[src/rtl/ssd_scan_driver.sv]
// ssd_scan_driver: multiplexed hex seven-segment scanner with registered outputs.
// Define SSD_LEADING_ZERO_BLANK_EN to blank leading zero digits above digit 0.
module ssd_scan_driver #(
  parameter int NUM_DIGITS = 4,
  parameter int SCAN_DIV   = 50000
) (
  input  logic                    clk,
  input  logic                    rst,
  input  logic [4*NUM_DIGITS-1:0] value,
  input  logic                    load,
  output logic [6:0]              seven_segments,
  output logic [NUM_DIGITS-1:0]   digit_sel,
  output logic                    scan_wrap
);
  localparam int PW = SCAN_DIV > 1 ? $clog2(SCAN_DIV) : 1;
  localparam int IW = NUM_DIGITS > 1 ? $clog2(NUM_DIGITS) : 1;
  localparam logic [PW-1:0] P_LAST = PW'(SCAN_DIV - 1);
  localparam logic [IW-1:0] I_LAST = IW'(NUM_DIGITS - 1);
  logic [PW-1:0]           r_presc;
  logic [IW-1:0]           r_idx;
  logic [4*NUM_DIGITS-1:0] r_shadow;
  logic                    r_wrapped;
  logic                    w_adv;
  logic                    w_blank;
  logic [3:0]              w_nib;
  logic [6:0]              w_seg;
  assign w_adv = r_presc == P_LAST;
  assign w_nib = r_shadow[{r_idx, 2'b00} +: 4];
`ifdef SSD_LEADING_ZERO_BLANK_EN
  assign w_blank = r_idx != '0 && (r_shadow >> {r_idx, 2'b00}) == '0;
`else
  assign w_blank = 1'b0;
`endif
  always_comb begin
    w_seg = 7'h7f;
    case (w_nib)
      4'h0: w_seg = 7'b1000000;
      4'h1: w_seg = 7'b1111001;
      4'h2: w_seg = 7'b0100100;
      4'h3: w_seg = 7'b0110000;
      4'h4: w_seg = 7'b0011001;
      4'h5: w_seg = 7'b0010010;
      4'h6: w_seg = 7'b0000010;
      4'h7: w_seg = 7'b1111000;
      4'h8: w_seg = 7'b0000000;
      4'h9: w_seg = 7'b0010000;
      4'ha: w_seg = 7'b0001000;
      4'hb: w_seg = 7'b0000011;
      4'hc: w_seg = 7'b1000110;
      4'hd: w_seg = 7'b0100001;
      4'he: w_seg = 7'b0000110;
      4'hf: w_seg = 7'b0001110;
      default: w_seg = 7'h7f;
    endcase
  end
  // r_wrapped marks the edge idx returned to 0; scan_wrap re-times it to line up with the digit-0 outputs
  always_ff @(posedge clk) begin
    if (rst) begin
      r_presc        <= '0;
      r_idx          <= '0;
      r_shadow       <= '0;
      r_wrapped      <= 1'b0;
      seven_segments <= 7'h7f;
      digit_sel      <= '1;
      scan_wrap      <= 1'b0;
    end else begin
      r_presc        <= w_adv ? '0 : r_presc + 1'b1;
      if (w_adv) r_idx <= r_idx == I_LAST ? '0 : r_idx + 1'b1;
      if (load) r_shadow <= value;
      r_wrapped      <= w_adv && r_idx == I_LAST;
      seven_segments <= w_blank ? 7'h7f : w_seg;
      digit_sel      <= ~(NUM_DIGITS'(1) << r_idx);
      scan_wrap      <= r_wrapped;
    end
  end
endmodule

[config.mk]
export PLATFORM = sky130hd
export DESIGN_NAME = ssd_scan_driver
export DESIGN_NICKNAME = d
export VERILOG_FILES = /design/src/rtl/ssd_scan_driver.sv
export SDC_FILE = /design/constraint.sdc
export NUM_CORES = 1
export LEC_CHECK = 0
export CAP_MARGIN = 10
export CORE_MARGIN = 2
export CORE_UTILIZATION = 40
export DETAILED_ROUTE_END_ITERATION = 10
export MAX_ROUTING_LAYER = met4
export PLACE_DENSITY = 0.74
export SLEW_MARGIN = 20
export SYNTH_ARGS = -nofsm -noshare
export SYNTH_HDL_FRONTEND = slang
export SYNTH_SLANG_ARGS = --single-unit
[constraint.sdc]
create_clock -name clk -period 2.5 [get_ports clk]
set_input_delay 0.375 -clock clk [delete_from_list [all_inputs] [get_ports clk]]
set_output_delay 0.375 -clock clk [all_outputs]
set_load 0.05 [all_outputs]
# After elaboration in Yosys (flattened, before gate mapping)
# Memories as Yosys holds them, arrays and structs flattened. A register that Yosys moved wholly into a read port is not among the register bits.
# Index checks and enable logic that the tools add are counted.
# totals
in_bits	19
output_inout_bits	12
wordCells	17
ff_bits	40
romBits	112
mem_count	1
# mem_list
memory	depth	width	rd	rd_ports_with_merged_regs	wr	line_no	source
(name not given)	16	7	1	1	0	36	case (w_nib)
# op_classes
n_addsub	2
shift	2
n_eq_ne	2
mux	1
bitwise	1
reduce_logical	2
# op_table
cell	n
16-bit by 1-bit adder with 16-bit output, second input constant	1
16-bit equality test, second input constant	1
16-bit by 5-bit indexed part select with 4-bit output	1
4-bit NOT	1
1-bit by 2-bit << shifter with 4-bit output, first input constant	1
2-bit by 1-bit adder with 2-bit output, second input constant	1
2-bit equality test, second input constant	1
2-bit two-way mux	1
2-bit OR reduction	1
1-bit logical AND	1

# Longest topological paths before layout
# Gate-level depths: netlist of the first run.
# depth
ltp_word	2
depth_mapped	7
mapped_depth_nobuf	6

# Worst setup path after synthesis of the first run
# Ideal clock, no wire load.
# synth_path
path_type	reg2reg
start	register r_idx[0]
end	register seven_segments[0]
setup_ns	0.129
path_stages_with_launch	7
arrival_time_ns	1.779
period_less_slack_ns	1.908
setup_slack_ns	0.592
path_buffers	1
required_ns	2.371
cell_sequence	dfxtp_1 > buf_6 > mux4_2 > ha_1 > or3b_1 > o221ai_2 > nand2_1
# synth_between
elab_chain_cells	1
# synth_rtl
element	line_no	source
start, declared	20	logic [IW-1:0] r_idx;
start signal, assigned	68	if (w_adv) r_idx <= r_idx == I_LAST ? '0 : r_idx + 1'b1;
16-bit by 5-bit indexed part select with 4-bit output	28	assign w_nib = r_shadow[{r_idx, 2'b00} +: 4];
end, declared	11	output logic [6:0] seven_segments,
# No other way between the ends.
# A chain may end at the register's enable or synchronous reset.

# Worst setup path after layout of the first run
# Same ends and word-level chain as after synthesis.

==> results.tsv, run 1 <==
stage	metric	value	unit
outcome	status	finished, final reports clean	
yosys	synth_area	0.00205	mm²
detailed_routing	wirelength	3550	µm
worst_setup_path	cp.required	2.69	ns
timing	post-route-min-period	2.13	ns
place	place_hpwl	2570	µm
finish	fin_area	0.00247	mm²
timing	maxSlewViolCount	0	
place	place_ws	0.373	ns
worst_hold_path	min_path_type	flip-flop to flip-flop	
worst_setup_path	crit_path_start_kind	flip-flop	
worst_setup_path	path_class	flip-flop to flip-flop	
yosys	postSynthCellCount	202	
grt	grt_pass1_wl	5980	µm
worst_setup_path	crit_slowest_cell	mux4_2	
detailed_routing	remaining_drc_errors	0	
clock_tree	postCtsHoldBufs	0	
detailed_routing	drtIter0Drc	46	
yosys	avgSynthCellArea	10.1	µm²
timing	rsz0062_at_grt	false	
detailed_routing	first_pass_iters	4	
clock_tree	cts-root-buf	clkbuf_8	
timing	max_slew_margin	67.0	%
grt	antenna_found_initial	0	
grt	grt_usage	14.0	%
clock_tree	path_clk_slew	0.09	ns
grt	gr-total-overflow	0	
die	ios	31	
timing	setup-tns-final	0	ns
worst_setup_path	critPathMaxStageDelay	0.64	ns
grt	grt_pass1_vias	1366	
worst_setup_path	endpoint_kind	flip-flop	
worst_setup_path	arrival	2.31	ns
worst_setup_path	path_buf_inv	0	
worst_setup_path	crit_fanout	9	
yosys	yosysUniqueCellTypes	31	
timing	worst_pin_slew	0.494	ns
detailed_routing	vias_per_cell	4.83	
die	chipWidth	75.6	µm
die	core_area	0.00501	mm²
yosys	ys_seq_area_share	45.9	%
place	port_buffers	30	
yosys	yosysWarnings	0	
clock_tree	cts.sinks	47	
die	rows	26	
finish	num-nets-final	259	
worst_setup_path	cp_top_family	multiplexers	
place	placed_area	0.00238	mm²
timing	setup_slack	0.375	ns
finish	nFillCells	487	
clock_tree	clk_latency	0.30	ns
worst_setup_path	crit_chain	mux4_2 -> ha_1 -> or3b_1 -> o221ai_2 -> nand2_1	
clock_tree	cts_setup_buffers	0	
finish	antenna_cells	0	
power	power_leakage	0.000969	µW
run	cap_violations	0	
die	die_area	0.00571	mm²
detailed_routing	final_antenna_net_count	0	
finish	fin_util	49.3	%
place	gp_congestion	0.774	
timing	fin_crit_sh	85.0	%
yosys	synth_area_leaders	dfxtp_1 46%, mux2i_1 9.3%, ha_1 6.7%	
timing	setup_viol	0	
grt	grt_max_degree	22	
power	ir_drop	224	µV
clock_tree	cts_buffers	5	
timing	finalHoldViolCount	0	
die	initial_core_util	40.9	%
detailed_routing	wl_per_cell	11.8	µm
finish	drive_above_1_share	7.39	%
clock_tree	clock_path_buffers	2	
yosys	yosys.area.top_type	dfxtp_1	
finish	areaGrowthSynthToFinish	20.5	%
clock_tree	h-tree-depth	2	
detailed_routing	num_vias	1449	
yosys	yosys.area.top_type_share	45.9	%
timing	fin_skew	0.00882	ns
yosys	synth_nets	232	
clock_tree	cts-resized-gates	0	
timing	clock.fmax	0.471	GHz
die	fp.dieH	75.6	µm
clock_tree	cts_tree	yes	
power	p_per_area	580	mW/mm²
yosys	ys_ff_latch	47	
[worst register-to-register path, stage by stage (launching register included)]
cell,delay (ns)
dfxtp_1,0.58
mux4_2,0.64
ha_1,0.27
or3b_1,0.39
o221ai_2,0.07
nand2_1,0.07
[kinds of logic (layout without fill, tap and decap cells)]
logic type,after synthesis,in the layout,share of synthesized area [%]
simple gates,74,74,17.4
flops,47,47,45.9
mux,25,25,14.8
buf+inv,17,45,4.46
compound gates,15,15,5.13
xor+xnor,13,13,5.56
fa+ha+maj,11,11,6.72
[power by group]
| group | switching (µW) | total, µW | internal (µW) |
|---|---|---|---|
| Combinational | 103 | 189 | 86.1 |
| Clock | 252 | 447 | 195 |
| Sequential | 14.8 | 794 | 779 |
| Total | 370 | 1430 | 1060 |
[Yosys cell counts (all sizes together)]
cell type and instances:
dfxtp 47, nor2 33, mux2i 19, nand2 14
ha 11, xor2 11, buf 8, nand3 7
a21oi 5, inv 5, nand4 5, clkbuf 4
mux4 4, and3 3, and4 3, o21ai 3
or3 3, mux2 2, nor4bb 2, o211ai 2
o221ai 2, o311ai 2, xnor2 2, nand2b 1
nor2b 1, nor4b 1, o31a 1, or3b 1
[cell usage in the layout, fill, tap and decap left out]
cell,instances
a21oi_1,5
and3_1,3
and4_1,3
buf_4,2
clkbuf_8,5
clkdlybuf4s50_1,30
clkinv_2,1
clkinvlp_4,2
dfxtp_1,47
ha_1,11
inv_1,5
mux2_2,2
mux2i_1,19
mux4_2,4
nand2_1,14
nand2b_1,1
nand3_1,7
nand4_1,5
nor2_1,33
nor2b_1,1
nor4b_1,1
nor4bb_1,2
o211ai_1,2
o21ai_0,3
o221ai_1,1
o221ai_2,1
o311ai_1,2
o31a_1,1
or3_1,3
or3b_1,1
xnor2_1,2
xor2_1,11
[layout make-up]
type	count	area, µm²	share of cell area (%)
multi-input cells	138	1020	41.2
inverters	5	18.8	0.761
repair buffers	32	315	12.8
well taps	70	87.6	3.55
clock inverters	3	20.0	0.811
flip-flops and latches	47	941	38.1
clock buffers	5	68.8	2.79
[registers in the layout, indices dropped and copies added, names as in the netlist]
name and cells:
digit_sel 4, r_presc 16, scan_wrap 1, r_idx 2, seven_segments 7, r_wrapped 1, r_shadow 16
[routing by layer]
layer / track usage [%] / part of all wire (%) / up-vias
met5: - / 0 / -
met4: 4.09 / 0.68 / 0
met3: 3.57 / 2.9 / 2
met2: 22.3 / 46 / 22
met1: 17.7 / 50 / 678
li1: - / - / 747
[path summary, 6_finish.rpt]
kind,start,endpoint,slack [ns],cells past startpoint
max,r_idx[0],seven_segments[0],0.37,5
min,r_wrapped,scan_wrap,0.46,1
max reg2reg,r_idx[0],seven_segments[0],0.37,5
min reg2reg,r_wrapped,scan_wrap,0.46,1
[metrics by stage]
stage               power [µW]  hold slack [ns]  instances
finish                    1430            0.465        300
global placement           999            0.427        292
CTS                       1450            0.467        300
global route              1500            0.497        300
floorplan                  935            0.414        202
detailed placement        1000            0.441        292
Power figures use the tool's default switching activity.
==> run 2: changes to the inputs <==
CTS_CLUSTER_DIAMETER = 150   (was not set)
GPL_TIMING_DRIVEN = 0   (was not set)
==> run 2 against run 1 <==
Net effect:
- first-iteration DRC count rose by 22%
- global-route usage rose by 1.1 points
- cell count rose by 3.0%
- sequential cell count did not move
- largest cell class unchanged
- fmax rose by 3.7%
- highest routed layer unchanged
- critical path depth rose by 1
- hold slack got worse by 0.0028 ns
- via count rose by 2.8%
- utilization rose by 0.87 points
- sequential power barely moved
==> results.tsv, run 2 (synthesis results as in run 1) <==
stage	metric	value	unit	change
timing	setup_viol	0		unchanged
clock_tree	cts.sinks	47		unchanged
detailed_routing	drtIter0Drc	56		was 46
worst_hold_path	hold_path_end	scan_wrap		unchanged
die	chipWidth	75.6	µm	unchanged
die	core_area	0.00501	mm²	unchanged
worst_setup_path	endpoint_kind	flip-flop		unchanged
grt	grt_max_degree	15		was 22
detailed_routing	remaining_drc_errors	0		unchanged
timing	maxSlewViolCount	0		unchanged
worst_hold_path	hp-start	r_wrapped		unchanged
die	rows	26		unchanged
grt	grt_pass1_vias	1362		was 1366
die	die_area	0.00571	mm²	unchanged
finish	fin_cells	309		was 300
place	gp_congestion	0.787		was 0.774
worst_setup_path	crit_fanout	7		was 9
timing	setup_slack	0.450	ns	was 0.375 ns
finish	mostFrequentLayoutCell	dfxtp_1		unchanged
timing	setup-tns-final	0	ns	unchanged
timing	worst_pin_slew	0.511	ns	was 0.494 ns
clock_tree	cts-resized-gates	0		unchanged
worst_setup_path	crit_path_start_kind	flip-flop		unchanged
clock_tree	cts_tree	yes		unchanged
worst_hold_path	hold_depth	1		unchanged
die	ios	31		unchanged
place	place_hpwl	2720	µm	was 2570 µm
place	place_ws	0.433	ns	was 0.373 ns
grt	grt_pass1_wl	6400	µm	was 5980 µm
clock_tree	cts_buffers	5		unchanged
finish	num-nets-final	268		was 259
clock_tree	cts_setup_buffers	0		unchanged
timing	fin_crit_sh	82.0	%	was 85.0%
place	dp_cells	301		was 292
finish	areaGrowthSynthToFinish	22.6	%	was 20.5%
worst_setup_path	arrival	2.24	ns	was 2.31 ns
finish	antenna_cells	0		unchanged
detailed_routing	first_pass_iters	4		unchanged
power	ir_drop	303	µV	was 224 µV
finish	drive_above_1_share	8.79	%	was 7.39%
detailed_routing	vias_per_cell	4.82		was 4.83
die	fp.dieH	75.6	µm	unchanged
clock_tree	postCtsHoldBufs	0		unchanged
worst_setup_path	timing.rr.start	r_idx[0]		unchanged
power	p_per_area	571	mW/mm²	was 580 mW/mm²
timing	finalHoldViolCount	0		unchanged
worst_setup_path	cp.required	2.69	ns	about the same
clock_tree	clk_latency	0.30	ns	about the same
power	total_power	1430	µW	about the same
place	port_buffers	29		was 30
clock_tree	path_clk_slew	0.09	ns	about the same
clock_tree	clock_path_buffers	2		unchanged
timing	max_slew_margin	65.8	%	was 67.0%
die	initial_core_util	40.9	%	unchanged
timing	post-route-min-period	2.05	ns	was 2.13 ns
timing	fin_skew	0.0113	ns	was 0.00882 ns
detailed_routing	final_antenna_net_count	0		unchanged
worst_setup_path	rr_worst_depth	6		was 5
power	power_leakage	0.00100	µW	was 0.000969 µW
grt	antenna_found_initial	0		unchanged
worst_setup_path	reg2reg_to	seven_segments[0]		unchanged
run	cap_violations	0		unchanged
outcome	status	finished, final reports clean		unchanged
timing	rsz0062_at_grt	false		unchanged
clock_tree	cts-root-buf	clkbuf_8		unchanged
timing	hold_slack	0.462	ns	was 0.465 ns
detailed_routing	wl_per_cell	12.2	µm	was 11.8 µm
worst_setup_path	rrSetupSlack	0.45	ns	was 0.37 ns
grt	gr-total-overflow	0		unchanged
timing	clock.fmax	0.488	GHz	was 0.471 GHz
finish	final_cell_mix	47 x dfxtp_1, 33 x nor2_1, 29 x clkdlybuf4s50_1		was 47 x dfxtp_1, 33 x nor2_1, 30 x clkdlybuf4s50_1
worst_setup_path	path_class	flip-flop to flip-flop		unchanged
grt	grt_usage	15.2	%	was 14.0%
clock_tree	h-tree-depth	2		unchanged
detailed_routing	num_vias	1489		was 1449
worst_hold_path	min_path_type	flip-flop to flip-flop		unchanged
finish	reg_top3	r_presc (16), r_shadow (16), seven_segments (7)		unchanged
detailed_routing	wirelength	3780	µm	was 3550 µm
==> run 2: cell types whose count changed in the layout (fill, tap and decap cells not counted), sizes merged <==
| cell | delta |
|---|---|
| buf | +6 |
| clkbuf | +5 |
| clkdlybuf4s50 | -1 |
| clkinvlp | -1 |
==> run 2: how the worst max path moves through the flow <==
stage               startpoint  cells past startpoint                 to
floorplan             r_idx[0]                      6  seven_segments[0]
global placement      r_idx[0]                      6  seven_segments[0]
detailed placement    r_idx[0]                      6  seven_segments[0]
CTS                   r_idx[0]                      6  seven_segments[0]
global route          r_idx[0]                      6  seven_segments[0]
finish                r_idx[0]                      6  seven_segments[0]
==> run 2: through the flow <==
stage | instance area, µm² | util [%]
6_report | 2510 | 50.1
5_1_grt | 2510 | 50.1
4_1_cts | 2510 | 50.1
3_5_place_dp | 2430 | 48.4
3_3_place_gp | 2430 | 48.4
2_1_floorplan | 2050 | -
==> run 2: area by class of cell <==
class | count | area [µm²]
fill | 496 | 2500
multi-input combinational | 138 | 1020
sequential | 47 | 941
timing repair buffer | 29 | 290
tap | 70 | 87.6
clock buffer | 6 | 72.6
buffer | 12 | 72.6
inverter | 5 | 18.8
clock inverter | 2 | 12.5
==> run 2: worst max-delay path, stage by stage, from the launching register on <==
cell	delay [ns]
dfxtp_1	0.40
buf_6	0.16
mux4_2	0.58
ha_1	0.28
or3b_1	0.40
o221ai_2	0.06
nand2_1	0.07
==> run 2: per-layer routing <==
layer | vias up | track usage (%) | routed length, µm
met3 | 7 | 3.57 | 123
met4 | 0 | 5.46 | 64
met2 | 26 | 22.7 | 1670
met1 | 687 | 20.0 | 1920
met5 | - | - | 0
li1 | 769 | - | -
==> run 2: where the power goes <==
group	internal (µW)	switching (µW)
registers	779	14.0
logic	88.6	106
clock network	196	250
==> run 3: changes to the inputs <==
clock period = 2.1 ns   (was 2.5 ns; I/O delays follow)
==> run 3 against run 2 <==
Net effect:
- die area did not move
- critical path type unchanged
- utilization barely moved
- routed wire length did not move
- largest cell class unchanged
- sequential cell count did not move
- sequential power rose by 19%
- via count did not move
- total power rose by 19%
- sequential share of layout area barely moved
- cell count did not move
- hold slack did not move
- critical path depth did not move
==> results.tsv, run 3 (synthesis results as in run 1) <==
stage	metric	value	unit	change
die	chipWidth	75.6	µm	unchanged
power	power_leakage	0.00100	µW	about the same
timing	post-route-min-period	2.00	ns	was 2.05 ns
power	switching_power	440	µW	was 370 µW
worst_setup_path	arrival	2.19	ns	was 2.24 ns
die	core_area	0.00501	mm²	unchanged
grt	grt_pass1_vias	1362		unchanged
detailed_routing	first_pass_iters	4		unchanged
power	p_per_area	679	mW/mm²	was 571 mW/mm²
power	clock_power_share	31.1	%	about the same
run	cap_violations	0		unchanged
grt	grt_usage	15.2	%	unchanged
clock_tree	path_clk_slew	0.09	ns	about the same
power	p_int	1270	µW	was 1060 µW
timing	fin_skew	0.0113	ns	unchanged
timing	setup_slack	0.0998	ns	was 0.450 ns
place	place_ws	0.0330	ns	was 0.433 ns
clock_tree	cts_buffers	5		unchanged
grt	grt_pass1_wl	6400	µm	unchanged
finish	drive_above_1_share	9.21	%	was 8.79%
clock_tree	cts.sinks	47		unchanged
worst_setup_path	endpoint_kind	flip-flop		unchanged
power	combinationalPowerShare	13.5	%	about the same
timing	worst_pin_slew	0.511	ns	unchanged
detailed_routing	final_antenna_net_count	0		unchanged
finish	antenna_cells	0		unchanged
timing	fin_crit_sh	95.2	%	was 82.0%
timing	setup-tns-final	0	ns	unchanged
grt	gr-total-overflow	0		unchanged
grt	grt_max_degree	15		unchanged
worst_setup_path	crit_path_start_kind	flip-flop		unchanged
power	swShare	25.8	%	about the same
die	die_area	0.00571	mm²	unchanged
detailed_routing	wl_per_cell	12.2	µm	unchanged
die	initial_core_util	40.9	%	unchanged
finish	num-nets-final	268		unchanged
place	dp_cells	301		unchanged
timing	clock.fmax	0.500	GHz	was 0.488 GHz
finish	fin_cells	309		unchanged
finish	mostFrequentLayoutCell	dfxtp_1		unchanged
timing	rsz0062_at_grt	false		unchanged
timing	maxSlewViolCount	0		unchanged
finish	areaGrowthSynthToFinish	22.7	%	was 22.6%
timing	setup_viol	0		unchanged
timing	finalHoldViolCount	0		unchanged
clock_tree	h-tree-depth	2		unchanged
clock_tree	cts-root-buf	clkbuf_8		unchanged
clock_tree	cts_setup_buffers	0		unchanged
finish	fin_util	50.1	%	about the same
worst_setup_path	path_class	flip-flop to flip-flop		unchanged
worst_setup_path	cp.required	2.29	ns	was 2.69 ns
die	rows	26		unchanged
clock_tree	cts_tree	yes		unchanged
place	gp_congestion	0.787		unchanged
worst_hold_path	min_path_type	flip-flop to flip-flop		unchanged
clock_tree	clock_path_buffers	2		unchanged
place	place_hpwl	2720	µm	unchanged
clock_tree	postCtsHoldBufs	0		unchanged
power	ir_drop	361	µV	was 303 µV
worst_setup_path	crit_fanout	7		unchanged
place	port_buffers	29		unchanged
die	ios	31		unchanged
outcome	status	finished, final reports clean		unchanged
grt	antenna_found_initial	0		unchanged
detailed_routing	wirelength	3780	µm	unchanged
finish	reg_top3	r_presc (16), r_shadow (16), seven_segments (7)		unchanged
detailed_routing	drtIter0Drc	56		unchanged
detailed_routing	num_vias	1489		unchanged
timing	max_slew_margin	65.8	%	unchanged
clock_tree	clk_latency	0.30	ns	about the same
die	fp.dieH	75.6	µm	unchanged
finish	final_cell_mix	46 x dfxtp_1, 33 x nor2_1, 29 x clkdlybuf4s50_1		was 47 x dfxtp_1, 33 x nor2_1, 29 x clkdlybuf4s50_1
detailed_routing	vias_per_cell	4.82		unchanged
detailed_routing	remaining_drc_errors	0		unchanged
power	p_seq_share	55.3	%	about the same
run 3: critical path, cell delays in order (launching register included):
cell,delay [ns]
dfxtp_2,0.37
buf_6,0.15
mux4_2,0.58
ha_1,0.28
or3b_1,0.40
o221ai_2,0.06
nand2_1,0.07
run 3: layout make-up:
class	count	area, µm²
buffer	12	72.6
tap	70	87.6
clock inverter	2	12.5
inverter	5	18.8
clock buffer	6	72.6
multi-input combinational	138	1020
timing repair buffer	29	290
sequential	47	942
fill	495	2500
run 3: what timing repair did:
| action | CTS | global route |
|---|---|---|
| setup endpoints to repair | 0 | 2 |
| resized for setup | 0 | 1 |
| hold endpoints to repair | 0 | 0 |
run 3: through the flow:
step | hold WS [ns] | cell area, µm² | power, µW
6_report | 0.462 | 2510 | 1710
5_1_grt | 0.467 | 2510 | 1780
4_1_cts | 0.462 | 2510 | 1720
3_5_place_dp | 0.446 | 2430 | 1200
3_3_place_gp | 0.425 | 2430 | 1190
2_1_floorplan | 0.414 | 2050 | 1110
run 3: path summary, 6_finish.rpt:
path         cells past startpoint  slack, ns           endpoint  startpoint
max                              6        0.1  seven_segments[0]    r_idx[0]
min                              1       0.46          scan_wrap   r_wrapped
max reg2reg                      6        0.1  seven_segments[0]    r_idx[0]
min reg2reg                      1       0.46          scan_wrap   r_wrapped
run 3: power groups by stage:
stage          Sequential [µW]  Combinational, µW  Clock (µW)
5_1_grt                    949                251         577
6_report                   944                231         531
3_3_place_gp               964                228           0
4_1_cts                    944                233         544
3_5_place_dp               965                233           0
2_1_floorplan             1010                102           0
run 3: layer usage:
metal / share of wire, % / routed length, µm / GRT usage (%) / vias to the layer above
li1: - / - / - / 769
met1: 51 / 1920 / 20.0 / 687
met2: 44 / 1670 / 22.7 / 26
met3: 3.3 / 123 / 3.57 / 7
met4: 1.7 / 64 / 5.46 / 0
met5: 0 / 0 / - / -
